===== src/rtl/tile_blit_pkg.sv =====
// Shared types and helpers for the tile blitter: FSM states, pixel payload, mirroring.
package tile_blit_pkg;

    typedef enum logic [1:0] {
        ST_IDLE  = 2'd0,
        ST_FETCH = 2'd1,
        ST_EMIT  = 2'd2,
        ST_DONE  = 2'd3
    } state_t;

    localparam int unsigned BYTES_PER_PIXEL = 3;

    typedef struct packed {
        logic [7:0] r;
        logic [7:0] g;
        logic [7:0] b;
    } rgb_t;

    // Maps a tile-local index onto its on-screen offset, optionally mirrored.
    function automatic logic [31:0] mirror_coord(input logic [31:0] idx,
                                                 input logic [31:0] size,
                                                 input logic        flip);
        return flip ? (size - 32'd1 - idx) : idx;
    endfunction

endpackage


===== src/rtl/tile_rom_fetch.sv =====
// Byte sequencer: reads the R,G,B bytes of one pixel from a byte ROM with ROM_LAT wait states.
module tile_rom_fetch
    import tile_blit_pkg::*;
#(
    parameter int unsigned ADDR_W  = 12,
    parameter int unsigned ROM_LAT = 1
) (
    input  logic              clk,
    input  logic              resetn,
    input  logic              kick,
    input  logic              clear,
    input  logic [ADDR_W-1:0] pix_base,
    output logic [ADDR_W-1:0] rom_addr,
    input  logic [7:0]        rom_data,
    output rgb_t              rgb_c,
    output logic              cap_done_c
);

    localparam int unsigned WAIT_W = (ROM_LAT > 0) ? $clog2(ROM_LAT + 1) : 1;

    logic              active_q;
    logic [1:0]        byte_q;
    logic [WAIT_W-1:0] wait_q;
    logic [7:0]        r_q;
    logic [7:0]        g_q;
    logic              cap_c;

    // A byte is captured on the edge closing its last presentation cycle.
    assign cap_c      = active_q && (wait_q == WAIT_W'(ROM_LAT));
    assign cap_done_c = cap_c && (byte_q == 2'(BYTES_PER_PIXEL - 1));
    assign rgb_c      = rgb_t'({r_q, g_q, rom_data});

    always_ff @(posedge clk or negedge resetn) begin
        if (!resetn) begin
            active_q <= 1'b0;
            byte_q   <= 2'd0;
            wait_q   <= '0;
            rom_addr <= '0;
            r_q      <= 8'd0;
            g_q      <= 8'd0;
        end else if (clear) begin
            active_q <= 1'b0;
        end else if (kick) begin
            active_q <= 1'b1;
            byte_q   <= 2'd0;
            wait_q   <= '0;
            rom_addr <= pix_base;
        end else if (cap_c) begin
            case (byte_q)
                2'd0:    r_q <= rom_data;
                2'd1:    g_q <= rom_data;
                default: ;
            endcase
            rom_addr <= rom_addr + ADDR_W'(1);
            wait_q   <= '0;
            byte_q   <= byte_q + 2'd1;
            if (cap_done_c) begin
                active_q <= 1'b0;
            end
        end else if (active_q) begin
            wait_q <= wait_q + WAIT_W'(1);
        end
    end

endmodule


===== src/rtl/tile_blitter.sv =====
// Tile-to-framebuffer blitter with mirroring, pixel handshake and abort.
// Optional colour-key transparency is enabled by defining TILE_BLIT_KEY_EN.
module tile_blitter
    import tile_blit_pkg::*;
#(
    parameter int unsigned TILE_W  = 8,
    parameter int unsigned TILE_H  = 8,
    parameter int unsigned COORD_W = 8,
    parameter int unsigned ADDR_W  = 12,
    parameter int unsigned ROM_LAT = 1
) (
    input  logic               clk,
    input  logic               resetn,
    input  logic               start,
    input  logic               abort,
    input  logic [ADDR_W-1:0]  base_addr,
    input  logic [COORD_W-1:0] x_pos,
    input  logic [COORD_W-1:0] y_pos,
    input  logic               flip_x,
    input  logic               flip_y,
    input  logic [23:0]        key_rgb,
    output logic [ADDR_W-1:0]  rom_addr,
    input  logic [7:0]         rom_data,
    output logic               pix_valid,
    input  logic               pix_ready,
    output logic [COORD_W-1:0] pix_x,
    output logic [COORD_W-1:0] pix_y,
    output logic [23:0]        pix_rgb,
    output logic               busy,
    output logic               done
);

    localparam int unsigned C_W = (TILE_W > 1) ? $clog2(TILE_W) : 1;
    localparam int unsigned R_W = (TILE_H > 1) ? $clog2(TILE_H) : 1;

    state_t             state_q, state_d;
    logic [C_W-1:0]     c_q, c_d;
    logic [R_W-1:0]     r_q, r_d;
    logic [ADDR_W-1:0]  pix_addr_q, pix_addr_d;
    logic [COORD_W-1:0] x0_q, x0_d, y0_q, y0_d;
    logic               fx_q, fx_d, fy_q, fy_d;
    logic               pix_valid_d, done_d, busy_d;
    logic [COORD_W-1:0] pix_x_d, pix_y_d;
    logic [23:0]        pix_rgb_d;
    logic               kick_c, clear_c, cap_done_c, keyed_c, advance_c, last_c;
    logic [ADDR_W-1:0]  kick_addr_c;
    rgb_t               fetch_rgb_c;

    tile_rom_fetch #(
        .ADDR_W  (ADDR_W),
        .ROM_LAT (ROM_LAT)
    ) u_fetch (
        .clk        (clk),
        .resetn     (resetn),
        .kick       (kick_c),
        .clear      (clear_c),
        .pix_base   (kick_addr_c),
        .rom_addr   (rom_addr),
        .rom_data   (rom_data),
        .rgb_c      (fetch_rgb_c),
        .cap_done_c (cap_done_c)
    );

`ifdef TILE_BLIT_KEY_EN
    assign keyed_c = (fetch_rgb_c == rgb_t'(key_rgb));
`else
    logic unused_key_c;
    assign unused_key_c = ^key_rgb;
    assign keyed_c      = 1'b0;
`endif

    assign clear_c   = abort && (state_q != ST_IDLE);
    // A keyed pixel sits in EMIT with pix_valid low and advances without a transfer.
    assign advance_c = (state_q == ST_EMIT) && (!pix_valid || pix_ready);
    assign last_c    = (r_q == R_W'(TILE_H - 1)) && (c_q == C_W'(TILE_W - 1));

    always_ff @(posedge clk or negedge resetn) begin
        if (!resetn) begin
            state_q <= ST_IDLE;
        end else begin
            state_q <= state_d;
        end
    end

    always_comb begin
        state_d = state_q;
        case (state_q)
            ST_IDLE:  if (start)      state_d = ST_FETCH;
            ST_FETCH: if (cap_done_c) state_d = ST_EMIT;
            ST_EMIT:  if (advance_c)  state_d = last_c ? ST_DONE : ST_FETCH;
            ST_DONE:                  state_d = ST_IDLE;
            default:                  state_d = ST_IDLE;
        endcase
        if (clear_c) begin
            state_d = ST_IDLE;
        end
    end

    always_comb begin
        pix_valid_d = 1'b0;
        done_d      = 1'b0;
        busy_d      = (state_d != ST_IDLE);
        pix_x_d     = pix_x;
        pix_y_d     = pix_y;
        pix_rgb_d   = pix_rgb;
        kick_c      = 1'b0;
        kick_addr_c = pix_addr_q;
        pix_addr_d  = pix_addr_q;
        c_d         = c_q;
        r_d         = r_q;
        x0_d        = x0_q;
        y0_d        = y0_q;
        fx_d        = fx_q;
        fy_d        = fy_q;
        if (!clear_c) begin
            case (state_q)
                ST_IDLE: begin
                    if (start) begin
                        kick_c      = 1'b1;
                        kick_addr_c = base_addr;
                        pix_addr_d  = base_addr;
                        x0_d        = x_pos;
                        y0_d        = y_pos;
                        fx_d        = flip_x;
                        fy_d        = flip_y;
                        c_d         = '0;
                        r_d         = '0;
                    end
                end
                ST_FETCH: begin
                    if (cap_done_c) begin
                        pix_valid_d = !keyed_c;
                        pix_x_d = x0_q + COORD_W'(mirror_coord(32'(c_q), 32'(TILE_W), fx_q));
                        pix_y_d = y0_q + COORD_W'(mirror_coord(32'(r_q), 32'(TILE_H), fy_q));
                        pix_rgb_d = fetch_rgb_c;
                    end
                end
                ST_EMIT: begin
                    if (!advance_c) begin
                        pix_valid_d = 1'b1;
                    end else if (last_c) begin
                        done_d = 1'b1;
                    end else begin
                        kick_c      = 1'b1;
                        kick_addr_c = pix_addr_q + ADDR_W'(BYTES_PER_PIXEL);
                        pix_addr_d  = kick_addr_c;
                        if (c_q == C_W'(TILE_W - 1)) begin
                            c_d = '0;
                            r_d = r_q + R_W'(1);
                        end else begin
                            c_d = c_q + C_W'(1);
                        end
                    end
                end
                default: ;
            endcase
        end
    end

    always_ff @(posedge clk or negedge resetn) begin
        if (!resetn) begin
            pix_valid  <= 1'b0;
            done       <= 1'b0;
            busy       <= 1'b0;
            pix_x      <= '0;
            pix_y      <= '0;
            pix_rgb    <= 24'd0;
            pix_addr_q <= '0;
            c_q        <= '0;
            r_q        <= '0;
            x0_q       <= '0;
            y0_q       <= '0;
            fx_q       <= 1'b0;
            fy_q       <= 1'b0;
        end else begin
            pix_valid  <= pix_valid_d;
            done       <= done_d;
            busy       <= busy_d;
            pix_x      <= pix_x_d;
            pix_y      <= pix_y_d;
            pix_rgb    <= pix_rgb_d;
            pix_addr_q <= pix_addr_d;
            c_q        <= c_d;
            r_q        <= r_d;
            x0_q       <= x0_d;
            y0_q       <= y0_d;
            fx_q       <= fx_d;
            fy_q       <= fy_d;
        end
    end

endmodule


===== config.mk =====
export PLATFORM = sky130hd
export DESIGN_NAME = tile_blitter
export DESIGN_NICKNAME = d
export VERILOG_FILES = /design/src/rtl/tile_blit_pkg.sv /design/src/rtl/tile_rom_fetch.sv /design/src/rtl/tile_blitter.sv
export SDC_FILE = /design/constraint.sdc
export NUM_CORES = 1
export LEC_CHECK = 0
export CAP_MARGIN = 40
export CORE_MARGIN = 5
export CORE_UTILIZATION = 51
export DETAILED_ROUTE_END_ITERATION = 10
export GPL_TIMING_DRIVEN = 0
export PLACE_DENSITY = 0.8
export SLEW_MARGIN = 15
export SYNTH_ARGS = -nofsm -noshare
export SYNTH_HDL_FRONTEND = slang
export SYNTH_SLANG_ARGS = --single-unit

===== constraint.sdc =====
create_clock -name clk -period 3.7 [get_ports clk]
set_clock_uncertainty 0.05 [all_clocks]
set_input_delay 0.74 -clock clk [delete_from_list [all_inputs] [get_ports clk]]
set_output_delay 0.74 -clock clk [all_outputs]
set_load 0.03 [all_outputs]

# Word level (Yosys, flattened, before mapping)
# Cells that the tools add are included.
word_totals:
  out_inout_bits: 55
  regBits: 113
  wordCells: 113
op_classes:
  n_addsub: 10
  n_eq_ne: 11
  n_bitwise: 2
  n_mux: 45
  n_reduce_logical: 25
ops:
  columns: ["operator", "n"]
  rows:
  - ["12-bit two-way mux", 5]
  - ["12-bit case mux with 2 select lines", 1]
  - ["3-bit two-way mux", 7]
  - ["1-bit two-way mux", 18]
  - ["8-bit adder", 2]
  - ["8-bit two-way mux", 2]
  - ["2-bit two-way mux", 7]
  - ["12-bit by 1-bit adder with 12-bit output, second input constant", 1]
  - ["12-bit by 2-bit adder with 12-bit output, second input constant", 1]
  - ["3-bit case mux with 2 select lines", 2]
  - ["3-bit nonzero test", 3]
  - ["2-bit case mux with 4 select lines", 1]
  - ["4-bit AND reduction", 2]
  - ["2-bit nonzero test", 4]
  - ["3-bit by 3-bit subtractor with 4-bit output, first input constant", 2]
  - ["3-bit by 1-bit adder with 3-bit output, second input constant", 2]
  - ["2-bit equality test, second input constant", 3]
  - ["3-bit equality test, second input constant", 2]
  - ["2-bit != test, second input constant", 3]
  - ["2-bit AND reduction", 3]
  - ["3-bit AND reduction", 2]
  - ["6-bit AND reduction", 1]
  - ["1-bit logical AND", 5]
  - ["5-bit AND reduction", 1]
  - ["other kinds (9)", 13]

# Longest topological paths before layout
# Gate-level depths: netlist of run 1.
depth:
  depth_word: 8
  depth_mapped: 9

# Modules after synthesis
# Synthesis of run 1 repeated with hierarchy kept, for this count alone.
hier_totals:
  hier_cells: 520
  hier_area_um2: 5574.1
by_module_without_submodules:
  columns: ["module", "area_each_um2", "cells_each", "n_inst"]
  rows:
  - ["tile_blitter", 3882.5, 363, 1]
  - ["tile_rom_fetch", 1691.6, 157, 1]

# Least setup slack after synthesis of run 1
# OpenSTA, ideal clock, no wires.
synth_timing:
  path_kind: "flip-flop to flip-flop"
  start: "reg c_q[0]"
  end: "reg u_fetch.rom_addr[9]"
  setup_time_ns: 0.086
  path_stages_with_launch: 10
  n_path_buf: 2
  t_arrival_ns: 2.432
  period_less_slack_ns: 2.568
  slack_ns: 1.132
  required_time_ns: 3.564
  path_cell_list: "dfrtp_1 -> ha_1 -> ha_1 -> buf_6 -> and2_4 -> or4_4 -> buf_6 -> or4_1 -> and3_1 -> o221ai_2"
synth_via:
  elab_chain_len: 8
  word_cells_on_any_way: 12
  classes_between: "eq/ne: 1; mux: 8; reduce/logical: 3"
synth_rtl:
  columns: ["item", "line", "text"]
  rows:
  - ["start, declared", "tile_blitter.sv:37", "logic [C_W-1:0] c_q, c_d;"]
  - ["start signal, assigned", "tile_blitter.sv:169", "c_q <= '0;"]
  - ["start signal, assigned", "tile_blitter.sv:183", "c_q <= c_d;"]
  - ["3-bit equality test (*)", "tile_blitter.sv:75", "assign last_c = (r_q == R_W'(TILE_H - 1)) && (c_q == C_W'(TILE_W - 1));"]
  - ["1-bit logical AND (*)", "tile_blitter.sv:75", null]
  - ["1-bit two-way mux", "tile_blitter.sv:141", "end else if (last_c) begin"]
  - ["1-bit two-way mux", "tile_blitter.sv:139", "if (!advance_c) begin"]
  - ["1-bit case mux with 2 select lines", "tile_blitter.sv:116", "case (state_q)"]
  - ["1-bit two-way mux", "tile_blitter.sv:115", "if (!clear_c) begin"]
  - ["2-bit nonzero test (no line)", null, null]
  - ["2-bit AND reduction (no line)", null, null]
  - ["end signal, assigned", "tile_rom_fetch.sv:47", "rom_addr <= pix_base;"]
  - ["end signal, assigned", "tile_rom_fetch.sv:54", "rom_addr <= rom_addr + ADDR_W'(1);"]
  - ["end, declared", "tile_rom_fetch.sv:13", "output logic [ADDR_W-1:0] rom_addr,"]
# Every way passes the cells marked *; elsewhere a longest branch is shown, timed or not.
# A chain may end at the register's enable or synchronous reset.

# Final worst setup path of run 1
layout_timing:
  start: "reg c_q[0]"
  end: "reg u_fetch.g_q[2]"
layout_via:
  elab_chain_len: 8
layout_rtl:
  columns: ["item", "line", "text"]
  rows:
  - ["3-bit equality test", "tile_blitter.sv:75", null]
  - ["1-bit logical AND", "tile_blitter.sv:75", null]
  - ["1-bit two-way mux", "tile_blitter.sv:141", null]
  - ["1-bit two-way mux", "tile_blitter.sv:139", null]
  - ["1-bit case mux with 2 select lines", "tile_blitter.sv:116", null]
  - ["1-bit two-way mux", "tile_blitter.sv:115", null]
  - ["1-bit NOT (no line)", null, null]
  - ["4-bit AND reduction (no line)", null, null]
  - ["end signal, assigned", "tile_rom_fetch.sv:51", "2'd1: g_q <= rom_data;"]
  - ["end, declared", "tile_rom_fetch.sv:25", "logic [7:0] g_q;"]
# No other way between the ends.

==> results.py, run 1 <==
metrics = {
    "status": {
        "outcome": "complete, no violations",
    },
    "placed_design": {
        "globalplace.congestion": 0.888,
        "placedCellCount": 743,
        "dpl_worst_slack_ps": 500,
        "io_buffer_count": 96,
        "post-dp-hpwl_um": 9950,
    },
    "layout": {
        "finalNonFillerCells": 775,
        "final_nets": 710,
        "final_layout_size_suffix_gt1_share_pct": 17.8,
        "n_antenna_cell": 0,
        "layout-area-overhead-vs-synth_pct": 31.3,
    },
    "setup_path": {
        "worstPathArrival_ps": 3260,
        "top_fanout_value_on_the_critical_path": 10,
        "start_kind": "register",
        "critical_path.n_buffers_inverters": 2,
        "worst_path_largest_cell_delay_ps": 420,
        "critical_path_required_ps": 4050,
        "critPathTopFamily": "simple AND/OR/NAND/NOR gates",
        "critical_path.cell_chain": "ha_1, ha_1, buf_6, nand2_1, nand3_1, and3_1, clkbuf_1, nand2_1, mux2_2",
        "reg2reg_from": "c_q[0]",
        "worstRegToRegCells": 9,
        "startpoint_to_endpoint_class_of_the_critical_path": "reg -> reg",
        "crit_slowest_cell": "dfrtp_1",
        "timing.critical_path.to_type": "register",
        "regToRegSetupSlack_ps": 800,
        "r2r_end": "u_fetch.g_q[2]",
    },
    "detailed_routing": {
        "num_vias": 4486,
        "vias_per_cell": 5.79,
        "drtAntennaViolNets": 0,
        "routed-wl-met3_um": 975,
        "wl_met2_um": 6890,
        "number_of_drc_markers_after_the_initial_detailed_route_iteration": 264,
        "drt_pre_antenna_iters": 7,
        "routed_wire_length_per_instance_um": 18.3,
        "wirelength_met1_um": 6120,
        "drt_drc_violations_left": 0,
        "route.top_layer_used": "met4",
        "routed_wl_um": 14200,
    },
    "yosys": {
        "portion_of_the_post_synthesis_area_used_by_sequential_elements_pct": 50.0,
        "post_synth.cell_area_avg_um2": 11.2,
        "netlist_top_cells_area": "dfrtp_1 50%, mux2_2 14%, ha_1 4.2%",
        "post_synth_num_cell_types": 51,
        "yosysTopAreaCell": "dfrtp_1",
        "yosys.area_share.xor_xnor_pct": 3.87,
        "post_synth_and_or_nand_nor_area_fraction_pct": 12.1,
        "async_flop_share_pct": 100,
        "synth-compound-area-share_pct": 10.7,
        "yosys.area_share.adder_pct": 4.91,
        "dominant_combinational_cell_family_by_area_after_synthesis": "multiplexers",
        "yosys_most_used_dff": "dfrtp_1",
        "post_synth_mux_area_share_pct": 15.6,
        "syn_nets": 594,
        "post_synthesis_instance_area_um2": 5650,
        "ys_ff_latch": 113,
        "ys_warns": 0,
        "post_synth_inst_count": 506,
        "yosysTopAreaCellShare_pct": 50.0,
        "edff_count_synth": 0,
    },
    "global_route": {
        "grt_overflow": 0,
        "grt_first_pass_wirelength_um": 23300,
        "grt_start_max_net_pins": 73,
        "grt_antenna_before_repair": 0,
        "grt_util_all_layers_pct": 22.4,
        "grt_pass1_vias": 4656,
    },
    "pwr": {
        "ir_worst_vdd_v": 0.000587,
        "p_leak_nw": 3.20,
        "power.density_nw_per_um2": 936,
        "total_power_mw": 6.95,
    },
    "floorplanning": {
        "top_level_ports": 122,
        "placeableCoreArea_um2": 10800,
        "chipWidth_um": 115,
        "core.rowCount": 38,
        "die_h_um": 115,
        "floorplan.initialDensity_pct": 52.1,
        "die_area_um2": 13300,
    },
    "sta": {
        "rsz_0062_raised_after_global_routing": "false",
        "maxClockFrequency_ghz": 0.344,
        "finalWorstSetupSlack_ps": 796,
        "timing.final.max_slew_violations": 0,
        "final-hold-violation-count": 0,
        "timing.final.setup_violations": 0,
        "max_slew.worst_pin.slew_ps": 733,
        "slew_headroom_pct": 51.1,
        "finalWorstPathRequiredPeriod_ps": 2900,
        "finalCritPeriodShare_pct": 78.5,
    },
    "clock_tree": {
        "hold_buffers": 0,
        "post_cts_buffers": 0,
        "clk-insertion-delay-late_ps": 520,
        "clk_root_buffer_cell": "clkbuf_8",
        "clock-sinks": 113,
        "cts_inserted_buffers": 17,
        "tritoncts_clock_tree": "done",
        "clock_path_buffers": 2,
        "clk_pin_slew_worst_paths_ps": 60,
        "cts_htree_levels": 4,
        "cts_resized": 0,
    },
    "flow_run": {
        "max_cap_violations": 0,
    },
    "hold_path": {
        "timing.hold.worst.class": "in -> async",
    },
}
-- layout make-up --
class,count,area (um^2)
tap,140,175
multi-input combinational,355,2670
buffer,25,109
timing repair buffer,97,990
fill,804,3420
clock inverter,12,158
inverter,13,48.8
sequential,113,2830
clock buffer,20,445
-- state kept, by name, summed over array words and instances (netlist names), 3 cells and up --
signal and cells:
x0_q 8, pix_y 8, r_q 3, u_fetch.g_q 8, u_fetch.rom_addr 12, c_q 3
pix_rgb 24, pix_addr_q 12, pix_x 8, y0_q 8, u_fetch.r_q 8
-- power breakdown --
| group | internal, mW | switching (mW) | total [mW] |
|---|---|---|---|
| clock network | 1.06 | 0.583 | 1.65 |
| logic | 1.37 | 1.72 | 3.09 |
| registers | 1.77 | 0.438 | 2.21 |
| total | 4.20 | 2.74 | 6.95 |
-- metal layers --
layer	up-vias	track usage (%)
met5	-	0
met4	0	7.28
met3	21	5.21
met2	164	36.8
met1	2229	29.6
li1	2072	-
-- cells in the mapped netlist (6+ instances only) --
| cell type | n |
|---|---|
| a21o_1 | 6 |
| a21oi_1 | 25 |
| clkbuf_1 | 19 |
| dfrtp_1 | 113 |
| ha_1 | 19 |
| inv_1 | 12 |
| mux2_2 | 71 |
| mux2i_1 | 8 |
| nand2_1 | 37 |
| nand3_1 | 21 |
| nor2_1 | 33 |
| nor3_1 | 8 |
| nor4_1 | 8 |
| o21ai_0 | 19 |
| xnor2_1 | 11 |
| xor2_1 | 14 |
-- stage by stage --
| step | area (um^2) | setup TNS [ps] | hold slack [ps] | util (%) |
|---|---|---|---|---|
| after floorplan | 5650 | 0 | 394 | - |
| after global placement | 6790 | -266290 | 430 | 62.6 |
| after detailed placement | 6820 | 0 | 442 | 62.9 |
| after CTS | 7420 | 0 | 88.3 | 68.5 |
| after global routing | 7420 | 0 | 103 | 68.5 |
| final | 7420 | 0 | 80.0 | 68.5 |
-- logic make-up after synthesis --
kind of cell,after synthesis
and+or+nand+nor,139
DFF,113
AOI/OAI and AO/OA,91
muxes,79
buffers and inverters,38
xor gates and xnor gates,25
adders and majority gates,21
-- worst max-delay path by stage --
stage | cells after the start | from | slack (ps) | endpoint
CTS | 9 | c_q[0] | 810 | u_fetch.g_q[2]
global placement | 1 | resetn | -2360 | c_q[1]
global route | 9 | c_q[0] | 630 | u_fetch.g_q[2]
floorplan | 9 | c_q[0] | 1130 | u_fetch.rom_addr[9]
finish | 9 | c_q[0] | 800 | u_fetch.g_q[2]
detailed placement | 7 | abort | 500 | u_fetch.g_q[5]
-- cell usage in the layout (no fill, tap or decap), types with 4 or more instances in the layout --
| cell type | instances |
|---|---|
| xnor2_1 | 11 |
| dfrtp_1 | 113 |
| nor2b_1 | 5 |
| inv_1 | 12 |
| a21o_1 | 6 |
| a31oi_1 | 5 |
| clkdlybuf4s50_1 | 95 |
| clkbuf_16 | 16 |
| nor2_1 | 33 |
| o21ai_0 | 19 |
| nand3b_1 | 4 |
| buf_1 | 4 |
| nor4_1 | 8 |
| and3_1 | 5 |
| a22oi_1 | 4 |
| nand2_1 | 37 |
| nand4_1 | 5 |
| a22o_1 | 5 |
| mux2_2 | 71 |
| nor3_1 | 8 |
| a21oi_1 | 25 |
| a221o_1 | 4 |
| xor2_1 | 14 |
| ha_1 | 19 |
| mux2i_1 | 8 |
| nand3_1 | 21 |
| clkbuf_1 | 20 |
(Power assumes the default switching activity.)
==> inputs of run 2 (changes only) <==
- clock period: 3.7 -> 2.7 ns (I/O delays scaled with it)
==> run 2 against run 1 <==
  * Global-route usage rose by 0.13 points
  * Worst hold slack improved by 370 ps
  * Combinational power rose by 39%
  * Total power rose by 38%
  * Largest power group unchanged
  * Highest routed layer unchanged
==> results.py, run 2 (same netlist as run 1, synthesis figures left out) <==
metrics = {
    "clock_tree": {
        "clock_path_buffers": 2,
        "cts_htree_levels": 4,
        "clk-insertion-delay-late_ps": 520,
        "clock-sinks": 113,
        "clk_pin_slew_worst_paths_ps": 60,
        "tritoncts_clock_tree": "done",
        "clk_root_buffer_cell": "clkbuf_8",
        "cts_inserted_buffers": 17,
    },
    "pwr": {
        "power.clock.fraction_pct": 23.5,
        "p_sw_share_pct": 39.5,
        "power.density_nw_per_um2": 1280,
        "ir_worst_vdd_v": 0.000803,
        "p_int_mw": 5.79,
        "power_switching_mw": 3.78,
        "combinationalPowerShare_pct": 44.9,
        "p_leak_nw": 3.23,
        "seqPwrFrac_pct": 31.5,
        "total_power_mw": 9.58,
    },
    "layout": {
        "largest_reg_flops": 24,
        "multiInputGateArea_um2": 2700,
        "layout-area-overhead-vs-synth_pct": 32.2,
        "layout.cell_area.non_filler_um2": 7470,
        "final_cell_mix": "113 x dfrtp_1, 95 x clkdlybuf4s50_1, 71 x mux2_2, 36 x nand2_1, 33 x nor2_1",
        "n_antenna_cell": 0,
        "reg.largest.list": "pix_rgb: 24 flops, pix_addr_q: 12 flops, u_fetch.rom_addr: 12 flops",
        "max_flop_register": "pix_rgb",
        "layout_commonest_cell": "dfrtp_1",
        "final_nets": 712,
        "num-fill-cells": 799,
        "area.sequential_um2": 2830,
        "final_layout_size_suffix_gt1_share_pct": 19.3,
    },
    "status": {
        "outcome": "complete, no violations",
    },
    "placed_design": {
        "post-dp-hpwl_um": 9950,
        "globalplace.congestion": 0.888,
        "placedInstanceArea_um2": 6820,
        "dpl_worst_slack_ps": -300,
        "io_buffer_count": 96,
    },
    "sta": {
        "finalCritPeriodShare_pct": 95.4,
        "finalWorstPathRequiredPeriod_ps": 2580,
        "max_slew.worst_pin.slew_ps": 724,
        "slew_headroom_pct": 51.7,
        "rsz_0062_raised_after_global_routing": "false",
        "timing.final.setup_violations": 0,
        "timing.final.max_slew_violations": 0,
        "fin_tns_setup_ps": 0,
        "finalWorstSetupSlack_ps": 123,
        "finalHoldWorstSlack_ps": 454,
        "maxClockFrequency_ghz": 0.388,
        "final-hold-violation-count": 0,
    },
    "global_route": {
        "grt_start_max_net_pins": 73,
        "grt_first_pass_wirelength_um": 23400,
        "global_route.peak_usage_layer": "met2",
        "grt.met2_usage_pct": 37.4,
        "grt_pass1_vias": 4652,
        "use_met3_pct": 5.21,
        "grt_overflow": 0,
        "grt_util_all_layers_pct": 22.6,
        "grt_antenna_before_repair": 0,
        "groute.layer.met1.usage_pct": 29.6,
    },
    "setup_path": {
        "top_fanout_value_on_the_critical_path": 10,
        "startpoint_to_endpoint_class_of_the_critical_path": "reg -> reg",
        "critical_path_required_ps": 3030,
        "start_kind": "register",
        "timing.critical_path.to_type": "register",
        "worstPathArrival_ps": 2910,
    },
    "detailed_routing": {
        "routed_wl_um": 14300,
        "routed_wire_length_per_instance_um": 18.4,
        "drt_drc_violations_left": 0,
        "drtAntennaViolNets": 0,
        "number_of_drc_markers_after_the_initial_detailed_route_iteration": 317,
        "drt_pre_antenna_iters": 4,
        "vias_per_cell": 5.74,
        "num_vias": 4458,
    },
    "floorplanning": {
        "die_h_um": 115,
        "die_area_um2": 13300,
        "chipWidth_um": 115,
        "floorplan.initialDensity_pct": 52.1,
        "core.rowCount": 38,
        "top_level_ports": 122,
        "placeableCoreArea_um2": 10800,
    },
    "flow_run": {
        "max_cap_violations": 0,
    },
    "hold_path": {
        "timing.hold.worst.class": "in -> async",
    },
}
run 2: metrics by stage:
step / utilization [%] / cells
3_3_place_gp: 62.6 / 742
2_1_floorplan: - / 506
6_report: 69.0 / 777
3_5_place_dp: 62.9 / 743
5_1_grt: 69.0 / 777
4_1_cts: 68.8 / 777
run 2: cell type report:
class,instances,area share (%)
flip-flops and latches,113,37.8
multi-input cells,355,36.2
repair buffers,100,13.6
clock buffers,20,5.96
well taps,140,2.34
clock inverters,12,2.11
plain buffers,24,1.36
inverters,13,0.653
run 2: worst paths after layout:
kind / startpoint / endpoint / slack, ps / cells after the start
setup / recovery: c_q[1] / u_fetch.rom_addr[6] / 120 / 8
hold / removal: resetn / pix_rgb[6] / 450 / 2
setup reg to reg: c_q[1] / u_fetch.rom_addr[6] / 120 / 8
hold reg to reg: u_fetch.g_q[1] / u_fetch.g_q[1] / 460 / 1
max in group asynchronous: resetn / r_q[1] / 1470 / 3
min in group clk: u_fetch.g_q[1] / u_fetch.g_q[1] / 460 / 1
run 2: repair_timing:
item | in CTS | in global routing
gates resized for setup | 4 | 10
hold buffers | 1 | 0
endpoints found under the setup margin | 15 | 31
buffers inserted | 1 | 1
endpoints found under the hold margin | 41 | 0
pin swaps | 0 | 2
run 2: metal layers:
metal  wire (um)  vias up
met5           0        -
met1        6200     2224
met4         142        0
met3         826       15
met2        7160      143
li1            -     2076
run 2: worst max-delay path, stage by stage, from the launching register on:
cell and delay (ps):
dfrtp_1 400, ha_1 190, ha_1 190, buf_6 130, and2_4 170, or4_4 500, o311a_1 390, nor3_2 290
o21ai_0 130
run 2: power groups by stage:
stage,combinational [mW],sequential (mW),clock [mW]
after floorplan,2.24,3.50,0
after global placement,4.05,2.97,0
after detailed placement,4.19,3.02,0
after CTS,4.28,3.01,2.29
after global routing,4.67,3.11,2.36
final,4.30,3.02,2.25
